**src/rtl/traffic_seq_ctrl.sv**
```systemverilog
// Four-phase traffic-light sequencer with a loadable per-phase down-counter.
// Consumes the divider tick as count enable; all outputs are registered.
module traffic_seq_ctrl #(
  parameter int unsigned T_NSG = 9,
  parameter int unsigned T_NSY = 2,
  parameter int unsigned T_EWG = 7,
  parameter int unsigned T_EWY = 2
) (
  input  logic       cp,
  input  logic       clr,
  input  logic       tick,
  input  logic       hold,
  input  logic       ped,
  output logic [1:0] phase,
  output logic [3:0] Q,
  output logic       qcc,
  output logic [2:0] ns_light,
  output logic [2:0] ew_light
);

  typedef enum logic [1:0] {
    NSG = 2'd0,
    NSY = 2'd1,
    EWG = 2'd2,
    EWY = 2'd3
  } phase_t;

  localparam logic [3:0] D_NSG = 4'(T_NSG);
  localparam logic [3:0] D_NSY = 4'(T_NSY);
  localparam logic [3:0] D_EWG = 4'(T_EWG);
  localparam logic [3:0] D_EWY = 4'(T_EWY);

  localparam logic [2:0] L_RED = 3'b100;
  localparam logic [2:0] L_YEL = 3'b010;
  localparam logic [2:0] L_GRN = 3'b001;

  phase_t state;

  function automatic phase_t next_of(input phase_t p);
    case (p)
      NSG:     next_of = NSY;
      NSY:     next_of = EWG;
      EWG:     next_of = EWY;
      default: next_of = NSG;
    endcase
  endfunction

  function automatic logic [3:0] dur_of(input phase_t p);
    case (p)
      NSG:     dur_of = D_NSG;
      NSY:     dur_of = D_NSY;
      EWG:     dur_of = D_EWG;
      default: dur_of = D_EWY;
    endcase
  endfunction

  function automatic logic [2:0] ns_of(input phase_t p);
    case (p)
      NSG:     ns_of = L_GRN;
      NSY:     ns_of = L_YEL;
      default: ns_of = L_RED;
    endcase
  endfunction

  function automatic logic [2:0] ew_of(input phase_t p);
    case (p)
      EWG:     ew_of = L_GRN;
      EWY:     ew_of = L_YEL;
      default: ew_of = L_RED;
    endcase
  endfunction

  // Lights are registered alongside the phase so they always agree with it.
  always_ff @(posedge cp or negedge clr) begin
    if (!clr) begin
      state    <= NSG;
      Q        <= D_NSG;
      qcc      <= 1'b0;
      ns_light <= L_GRN;
      ew_light <= L_RED;
    end else begin
      qcc <= 1'b0;
      if (!hold) begin
        if (ped && (state == NSG || state == EWG) && Q > 4'd3) begin
          Q <= 4'd3;
        end else if (tick) begin
          if (Q > 4'd1) begin
            Q <= Q - 4'd1;
          end else begin
            state    <= next_of(state);
            Q        <= dur_of(next_of(state));
            qcc      <= 1'b1;
            ns_light <= ns_of(next_of(state));
            ew_light <= ew_of(next_of(state));
          end
        end
      end
    end
  end

  assign phase = state;

endmodule

```
**config.mk**
```make
export PLATFORM = sky130hd
export DESIGN_NAME = traffic_seq_ctrl
export DESIGN_NICKNAME = d
export VERILOG_FILES = /design/src/rtl/traffic_seq_ctrl.sv
export SDC_FILE = /design/constraint.sdc
export NUM_CORES = 1
export LEC_CHECK = 0
export ABC_CLOCK_PERIOD_IN_PS = 2200
export CELL_PAD_IN_SITES_DETAIL_PLACEMENT = 2
export CELL_PAD_IN_SITES_GLOBAL_PLACEMENT = 2
export CORE_UTILIZATION = 29
export DETAILED_ROUTE_END_ITERATION = 12
export PLACE_DENSITY = 0.82
export SETUP_SLACK_MARGIN = 0.02
export SLEW_MARGIN = 30
export SYNTH_ARGS = -nofsm -noshare
export SYNTH_HDL_FRONTEND = slang
export SYNTH_SLANG_ARGS = --single-unit
```
**constraint.sdc**
```tcl
create_clock -name cp -period 2.2 [get_ports cp]
set_input_delay 0.22 -clock cp [delete_from_list [all_inputs] [get_ports cp]]
set_output_delay 0.22 -clock cp [all_outputs]
set_load 0.01 [all_outputs]
```
After elaboration in Yosys (flattened, before gate mapping)
Index checks and enable logic that the tools add are counted.

word-level totals
  word-level logic and storage cells = 39
  register bits after elaboration = 13

operators by class
  multiplexer cells = 15
  add/subtract/negate cells = 1
  equality and inequality tests = 5
  reductions and logical operators = 8
  bitwise operators = 3
  magnitude comparators = 2

operators by type and width
  operator             number
  $mux 4               3
  $pmux 3 s2           2
  $mux 2               4
  $pmux 4 s2           1
  $eq 2x2->1 const B   3
  $pmux 2 s3           1
  $eq 2x1->1 const B   2
  $gt 4x1->1 const B   1
  $gt 4x2->1 const B   1
  $logic_not 2->1      2
  $mux 1               4
  $reduce_and 4->1     1
  $sub 4x1->4 const B  1
  $not 1->1            3
  $logic_and 1x1->1    2
  $reduce_and 2->1     1
  $reduce_bool 2->1    1
  $logic_or 1x1->1     1

Depth between registers and ports, before layout
Gate-level depths: netlist (run 1).

  word-level depth = 11
  depth in mapped cells = 6
  gate-level depth less buffers = 6

Least setup slack after synthesis (run 1)
No wires, ideal clock.

  kind = register to register
  from = register Q[0]
  to = register Q[1]
  stages on the path, launching flop included = 7
  data arrival time = 1,743 ps
  library setup time = 87 ps
  path buffers = 0
  path slack = 370 ps
  path through = dfstp_2 > inv_1 > ha_1 > nor2_1 > or3_1 > mux2_2 > a22oi_1

on the way
  longest elaborated chain between the ends = 4

ends and longest elaborated chain
  what                                                line    text
  from (decl)                                         15      output logic [3:0] Q,
  from (signal assigned)                              88      Q <= Q - 4'd1;
  from (signal assigned)                              91      Q <= dur_of(next_of(state));
  $sub 4x1->4, or another cell as far along           88
  $mux 4 / $logic_and 1x1->1 (equally long branches)  87, 84
  $mux 4 / $reduce_bool 2->1 (equally long branches)  --
  $mux 4 / $reduce_and 2->1 (equally long branches)   --

Parallel ways exist; a longest one is shown, timed or not. The select of a mux whose other input is x is not followed.
A chain may end at the register's enable or synchronous reset.

Worst setup path after layout (run 1)
Same ends and word-level chain as after synthesis.

==> results of run 1 <==
## cell type report
type | count | area (um2)
timing repair buffer | 19 | 185
inverter | 6 | 22.5
tap | 28 | 35.0
multi-input combinational | 42 | 362
sequential | 12 | 305
fill | 266 | 1320
clock buffer | 3 | 22.5
## cell usage in the layout, fill, tap and decap left out
master,instances
sky130_fd_sc_hd__clkdlybuf4s50_1,17
sky130_fd_sc_hd__dfrtp_1,8
sky130_fd_sc_hd__nor2_1,8
sky130_fd_sc_hd__ha_1,8
sky130_fd_sc_hd__inv_1,6
sky130_fd_sc_hd__o21ai_0,5
sky130_fd_sc_hd__mux2_2,5
sky130_fd_sc_hd__dfstp_2,4
sky130_fd_sc_hd__clkbuf_4,3
sky130_fd_sc_hd__nand2_1,2
sky130_fd_sc_hd__mux2i_1,2
sky130_fd_sc_hd__buf_4,2
sky130_fd_sc_hd__nand2b_4,1
sky130_fd_sc_hd__nor4_4,1
sky130_fd_sc_hd__or3_1,1
sky130_fd_sc_hd__o221a_2,1
sky130_fd_sc_hd__o311a_1,1
sky130_fd_sc_hd__a221oi_2,1
sky130_fd_sc_hd__o21bai_1,1
sky130_fd_sc_hd__a32o_1,1
sky130_fd_sc_hd__a31oi_1,1
sky130_fd_sc_hd__o41ai_1,1
sky130_fd_sc_hd__a22oi_1,1
sky130_fd_sc_hd__a21oi_1,1
## how the worst max path moves through the flow
stage,from,to
2_1_floorplan,Q[0],Q[1]
3_3_place_gp,hold,ns_light[1]
5_1_grt,Q[0],Q[1]
4_1_cts,Q[0],Q[1]
6_report,Q[0],Q[1]
3_5_place_dp,hold,ew_light[1]
## logic make-up after synthesis
group	Yosys count	synth area share, %
muxes	7	10.8
DFF	12	43.1
AOI/OAI and AO/OA	14	15.0
adders and majority gates	8	14.1
and+or+nand+nor	13	11.1
buffers and inverters	8	5.83
## state kept, by name, indices dropped and copies added (netlist names)
name      count
Q             4
ew_light      3
ns_light      3
phase         1
qcc           1
## stage by stage
| stage | setup slack (ns) | area [um2] | cells | util (%) | hold WS (ns) |
|---|---|---|---|---|---|
| after CTS | 0.342 | 932 | 110 | 41.3 | 0.336 |
| after floorplan | 0.370 | 708 | 62 | - | -0.0756 |
| after global routing | 0.252 | 932 | 110 | 41.3 | 0.339 |
| after global placement | 0.405 | 910 | 107 | 40.3 | 0.460 |
| final | 0.377 | 932 | 110 | 41.3 | 0.313 |
| after detailed placement | 0.350 | 910 | 107 | 40.3 | 0.467 |
## power groups by stage
stage                     clock network, mW  registers (mW)  logic [mW]
final                                 0.139           0.481       0.726
after global routing                  0.155           0.504       0.807
after CTS                             0.148           0.485       0.742
after detailed placement                  0           0.486       0.738
after global placement                    0           0.473       0.708
after floorplan                           0           0.485       0.385
## layer usage
layer | GRT usage (%) | vias up | share of wire [%]
met5 | 0 | - | 0
met4 | 9.91 | 0 | 1.1
met3 | 4.76 | 2 | 5.1
met2 | 29.7 | 21 | 50
met1 | 19.7 | 279 | 44
li1 | - | 259 | -
## worst max-delay path: cells and delay by family (launching register included)
| family | cells | cell delay [ns] |
|---|---|---|
| adder cells (fa/ha/maj) | 1 | 0.23 |
| flip-flops | 1 | 0.58 |
| AO/OA/AOI/OAI | 1 | 0.16 |
| AND/OR/NAND/NOR | 2 | 0.32 |
| multiplexers | 1 | 0.35 |
| buffers and inverters | 1 | 0.08 |
==> impl.org, run 1 <==
** Floorplan
- I/O Pins :: 18
- In this run the core area contains 17 standard-cell rows.
- Floorplan die width :: roughly 51 um
- The initial utilization of the core area, before any placement, comes to 31.4%.
- Floorplan die height :: 51.4 um
- After floorplanning, the core was sized to cover 2250 um2.
- Area enclosed by the die boundary :: 2640 um2

** Pwr
- Net Sw Frac :: between 40 and 50%
- Per report_power, the sequential group accounts for 35.7% of the total.
- The worst-case IR drop observed on VDD is approximately 640 uV.
- Power spread over the standard cell area amounts to 1440 nW/um2.
- The clock network is responsible for 10.4% of the overall power.
- Power spent charging and discharging nets :: approximately 0.55 mW
- Overall power consumption after layout is estimated at ~1.3 mW.
- Per report_power, the combinational group accounts for 53.9% of the total.
- Static leakage :: 0.414 nW
- The internal power of the cells totals 0.799 mW.

** Synth
- Post-synth EDFFs :: 0
- After synthesis, flip-flops and latches occupy 43.1% of the total area.
- The netlist uses 23 different library cells.
- Yosys printed 0 warnings.
- Post-Synthesis Mean Instance Area :: 11.4 um2
- Share of Yosys cell area claimed by the top area cell type :: 28.3%
- Top cell type by total area after synthesis :: sky130_fd_sc_hd__dfrtp_1
- Synthesis produced a little over 60 cells.
- Of all flip-flops after synthesis, the portion carrying an async set or reset was 100%.
- Total of flip-flops plus latches after synthesis :: 12
- Most common flop cell mapped by yosys :: sky130_fd_sc_hd__dfrtp_1
- Syn Nets :: 75
- Cells taking the most area after synthesis :: sky130_fd_sc_hd__dfrtp_1 28%, sky130_fd_sc_hd__dfstp_2 15%, sky130_fd_sc_hd__ha_1 14%
- Summed instance area of the synthesized netlist :: 708 um2
- Synth top cells by count :: 8 x sky130_fd_sc_hd__dfrtp_1, 8 x sky130_fd_sc_hd__ha_1, 8 x sky130_fd_sc_hd__nor2_1, 6 x sky130_fd_sc_hd__inv_1

** Setup path
- Critical R2R Launch :: Q[0]
- Critical Path Slowest Stage Cell :: sky130_fd_sc_hd__dfstp_2
- R2R depth :: 6
- The worst setup path is captured at a flip-flop.
- In this design, the stage delay of the slowest critical-path cell is roughly 0.58 ns.
- Of all nets on the critical path, the largest fanout is 6.
- Capturing point of the worst reg2reg path :: Q[1]
- The worst setup path is of the reg2reg kind.
- For the worst setup path, the data required time is 2.39 ns.
- R2r setup slk :: about 0.38 ns
- STA puts the critical path data arrival time at 2.01 ns.
- Traced cell by cell, the critical path runs through inv_1 -> ha_1 -> nor2_1 -> or3_1 -> mux2_2 -> a22oi_1.
- STA classifies the critical path startpoint as a flip-flop.

** Clock tree
- Cell at the root of the clock tree :: sky130_fd_sc_hd__clkbuf_4
- In this run, post-CTS hold repair placed 0 buffers.
- Number of CTS-inserted buffers :: 3
- Clock tree synthesis found a total of 12 sinks.
- Number of gates given a new drive strength after cts :: 0
- Clock H-tree levels :: 1
- Clock Tree Buf Depth :: 2
- For the worst-skew pair, the clock arrives at the later sink with an insertion delay of 0.27 ns.
- Clock slew seen by the registers of the worst setup and hold paths :: 0.07 ns
- TritonCTS built the clock tree.
- Count of buffers added by post-CTS timing repair for setup :: 0

** Routing
- Drt first pass iters :: 2
- The routed layout has 561 vias.
- Initial detailed-routing violation count :: 1
- Dividing the detail-routed wire length by the instance count gives around 17 um.
- Once detail routing completed, the nets flagged for antenna violations numbered 0.
- DRC :: 0
- After detailed routing, the number of vias per cell comes to 5.10.
- For this block, the routed nets add up to 1910 um of wire.

** Finish
- Cells with a size suffix above 1 make up a little over a fifth of the layout.
- At the end of the flow, the number of nets in the layout was 97.
- # diodes :: 0
- P&R area growth vs syn :: 31.6%

** Placed design
- Detailed placement finished with a half-perimeter wire length of 1470 um.
- Number of I/O port buffers :: 17
- At the end of routability-driven placement, the weighted congestion stood at roughly 0.83.

** GRT
- Summed over all layers, the global routing overflow is 0.
- The via count of the first global-routing pass is 677.
- Maximum number of pins on one net before global-route repair :: 13
- Global-route wire length before repair :: 3260 um
- Global routing used 17.6% of the available tracks across all layers.
- Antenna violations before repair :: 0

** Run status
- Status :: complete, no violations

** Worst hold path
- The worst hold path belongs to the class in2async.

** STA
- Clock skew on the completed layout was measured at 0.000937 ns.
- Relative max-transition margin :: 60.8%
- Total negative slack for setup checks :: 0 ns
- The smallest clock period supported by the final layout is computed as 1.82 ns.
- Setup repair after global routing left no endpoint under its margin.
- Count of final max-slew check failures :: 0
- Maximum operating frequency :: 0.549 GHz
- Fin. Hold Viols :: 0
- Setup Viol. Count Final :: 0
- Share of the clock period used by the worst path :: 82.9%
- Worst-margin pin slew :: roughly 0.6 ns

** Job
- MaxCap Viol Count :: 0
No activity file was read; power rests on OpenSTA's default activity.
==> run 2, diff against run 1 <==
Settings changed: ABC_CLOCK_PERIOD_IN_PS 2200 to 1800.
Clock period 2.2 ns to 1.8 ns, I/O delays scaled along.
==> impl.org, run 2 (same netlist as run 1, synthesis figures left out) <==
** Finish
- P&R area growth vs syn :: 47.0% (was 31.6%)
- Leading cell types in the layout, fill and taps excluded: 17 x sky130_fd_sc_hd__clkdlybuf4s50_1, 8 x sky130_fd_sc_hd__buf_4, 7 x sky130_fd_sc_hd__dfrtp_1, 7 x sky130_fd_sc_hd__nor2_1, 6 x sky130_fd_sc_hd__ha_1 (was 17 x sky130_fd_sc_hd__clkdlybuf4s50_1, 8 x sky130_fd_sc_hd__dfrtp_1, 8 x sky130_fd_sc_hd__nor2_1, 8 x sky130_fd_sc_hd__ha_1, 6 x sky130_fd_sc_hd__inv_1).
- Final cell count without fillers :: 118 (was 110)
- # diodes :: 0 (unchanged)
- Number of nets at the end of the flow :: 104 (was 97)
- Flip-flop count of the largest register, all copies and words added :: 4 (unchanged)
- The largest register by flop count was Q (unchanged).
- Biggest regs :: Q: 4 flops, ew_light: 3 flops, ns_light: 3 flops (unchanged)
- Post-Route Utilization :: 46.2% (was 41.3%)
- The most common library cell in the layout ignoring fill and taps is sky130_fd_sc_hd__clkdlybuf4s50_1 (unchanged).
- The share of post-route cells with drive strength above 1 is 36.7% (was 22.0%).

** Setup path
- Family of cells with the greatest summed delay on the critical path :: flip-flops (unchanged)
- Highest net fanout along the worst path :: 6 (unchanged)
- Critical R2R Launch :: Q[0] (unchanged)
- The sort of element at the end of the critical path is a flip-flop (unchanged).
- The type of the worst setup path is reg2reg (unchanged).
- The startpoint type of the worst setup path is a flip-flop (unchanged).
- The critical path's slowest cell is sky130_fd_sc_hd__dfstp_2 (unchanged).
- The data arrival at the endpoint of the critical path was 1.90 ns (was 2.01 ns).
- The highest cell delay on the worst timing path came to 0.60 ns (was 0.58 ns).
- The worst path buffer plus inverter count is 2 (was 1).
- The register-to-register setup slack was 0.07 ns (was 0.38 ns).
- Ordered cell list for the critical path :: ha_4 -> nor2_4 -> buf_6 -> nor4_4 -> buf_4 -> mux2_2 (was inv_1 -> ha_1 -> nor2_1 -> or3_1 -> mux2_2 -> a22oi_1)
- The cell depth of the worst flop-to-flop path was 6 (unchanged).
- Required time of the critical path :: 1.97 ns (was 2.39 ns)
- The endpoint of the worst-slack reg-to-reg timing path is ew_light[1] (was Q[1]).

** STA
- Post-layout min period :: 1.73 ns (was 1.82 ns)
- The share of the clock period used by the worst path after layout came to 96.0% (was 82.9%).
- The maximum operating frequency was 0.578 GHz (was 0.549 GHz).
- The number of hold-slack violations in the final timing report came to 0 (unchanged).
- The setup total negative slack is 0 ns (unchanged).
- The worst-case clock skew is 0.00229 ns (was 0.000937 ns).
- The slew at the pin closest to its max-slew limit is 0.566 ns (was 0.586 ns).
- Count of final max-slew check failures :: 0 (unchanged)
- The normalized max-slew margin is 62.1% (was 60.8%).
- The final setup violation count came to 0 (unchanged).
- The worst-case hold slack is 0.256 ns (was 0.313 ns).
- RSZ-0062 raised after global routing :: true (was false)
- Post-route worst setup slack :: 0.0712 ns (was 0.377 ns)

** Floorplan
- The area of the core came to 2250 um2 (unchanged).
- The effective utilization at floorplan is 31.4% (unchanged).
- The full die area came to 2640 um2 (unchanged).
- Floorplan die height :: 51.4 um (unchanged)
- I/O Pins :: 18 (unchanged)
- Row count :: 17 (unchanged)
- The horizontal die dimension came to 51.4 um (unchanged).

** Routing
- The wire length per cell was 16.0 um (was 17.4 um).
- The DRC violation count after routing was 0 (unchanged).
- The final routed wirelength across all metal layers was 1890 um (was 1910 um).
- Routed vias/inst :: 4.96 (was 5.10)
- Initial detailed-routing violation count :: 1 (unchanged)
- Routed via count :: 585 (was 561)
- Count of nets left with antenna violations after detail routing :: 0 (unchanged)
- The number of detailed-routing iterations run before antenna repair is 2 (unchanged).

** Pwr
- The leakage power was 0.457 nW (was 0.414 nW).
- Power Density :: 1790 nW/um2 (was 1440 nW/um2)
- Worst vdd ir :: 810 uV (was 638 uV)

** GRT
- The wire length of the first global-routing pass was 3230 um (was 3260 um).
- Maximum number of pins on one net before global-route repair :: 13 (unchanged)
- The number of antenna violations at the first check in global routing came to 0 (unchanged).
- GR Util All Layers :: 17.1% (was 17.6%)
- The aggregate global routing overflow was 0 (unchanged).
- The via count of the first global-routing pass came to 682 (was 677).

** Clock tree
- The number of levels the H-tree was split into was 1 (unchanged).
- Number of CTS-inserted buffers :: 3 (unchanged)
- Clock Latency Late Sink :: 0.28 ns (was 0.27 ns)
- The clock root buffer master was sky130_fd_sc_hd__clkbuf_4 (unchanged).
- Clock sink total :: 12 (unchanged)
- The clock tree from TritonCTS is built (unchanged).
- Hold buffer count at cts :: 0 (unchanged)
- The clock-pin slew reported for the worst setup and hold paths after clock tree synthesis came to 0.09 ns (was 0.07 ns).
- Clock Tree Buf Depth :: 2 (unchanged)

** Placed design
- Final HPWL DP :: 1380 um (was 1470 um)
- Number of placed instances, taps included :: 111 (was 107)
- Worst setup slack after placement :: 0.00623 ns (was 0.350 ns)
- Number of I/O port buffers :: 17 (unchanged)
- The global placer's final weighted congestion is 0.808 (was 0.833).

** Worst hold path
- The type of the most critical hold path was in2async (unchanged).

** Job
- MaxCap Viol Count :: 0 (unchanged)

** Run status
- Status :: complete, no violations (unchanged)
run 2: cell count changes in the layout (fill, tap and decap cells not counted), sizes merged:
cell / delta
clkbuf: +1
buf: +7
run 2: cell type report:
type	count	area [um2]
sequential	12	307
timing repair buffer	26	241
clock buffer	4	36.3
fill	251	1210
multi-input combinational	42	399
inverter	6	22.5
tap	28	35.0
run 2: worst register-to-register path: stages, from the launching register on:
cell                      delay, ns
sky130_fd_sc_hd__dfstp_2       0.60
sky130_fd_sc_hd__ha_4          0.17
sky130_fd_sc_hd__nor2_4        0.04
sky130_fd_sc_hd__buf_6         0.11
sky130_fd_sc_hd__nor4_4        0.19
sky130_fd_sc_hd__buf_4         0.18
sky130_fd_sc_hd__mux2_2        0.34
run 2: timing repair:
action / 4_1_cts / 5_1_grt
setup buffers: 3 / 0
resized for setup: 2 / 8
endpoints found under the setup margin: 5 / 9
pin swaps: 1 / 0
run 2: metal layers:
metal  track usage [%]  vias up  part of all wire (%)
met1              21.0      293                    45
met4              6.76        0                   1.2
met5                 0        -                     0
li1                  -      273                     -
met2              29.2       17                    51
met3              3.27        2                   3.5
run 2: through the flow:
stage	power [mW]	instance area, um2
finish	1.87	1040
global route	2.02	1040
CTS	1.82	1010
detailed placement	1.52	942
global placement	1.48	942
floorplan	1.07	711
run 2: power breakdown:
part	total (mW)	switching, mW	leakage [nW]	internal (mW)
registers	0.574	0.150	0.141	0.424
clock network	0.227	0.104	0.0210	0.123
logic	1.06	0.477	0.295	0.586
total	1.87	0.732	0.457	1.13
run 2: worst max-delay path by stage:
stage,depth (start not counted),end,from
2_1_floorplan,6,Q[1],Q[0]
3_3_place_gp,6,Q[1],Q[0]
3_5_place_dp,6,Q[1],Q[0]
4_1_cts,6,ew_light[1],Q[0]
5_1_grt,9,phase[0],Q[0]
6_report,6,ew_light[1],Q[0]
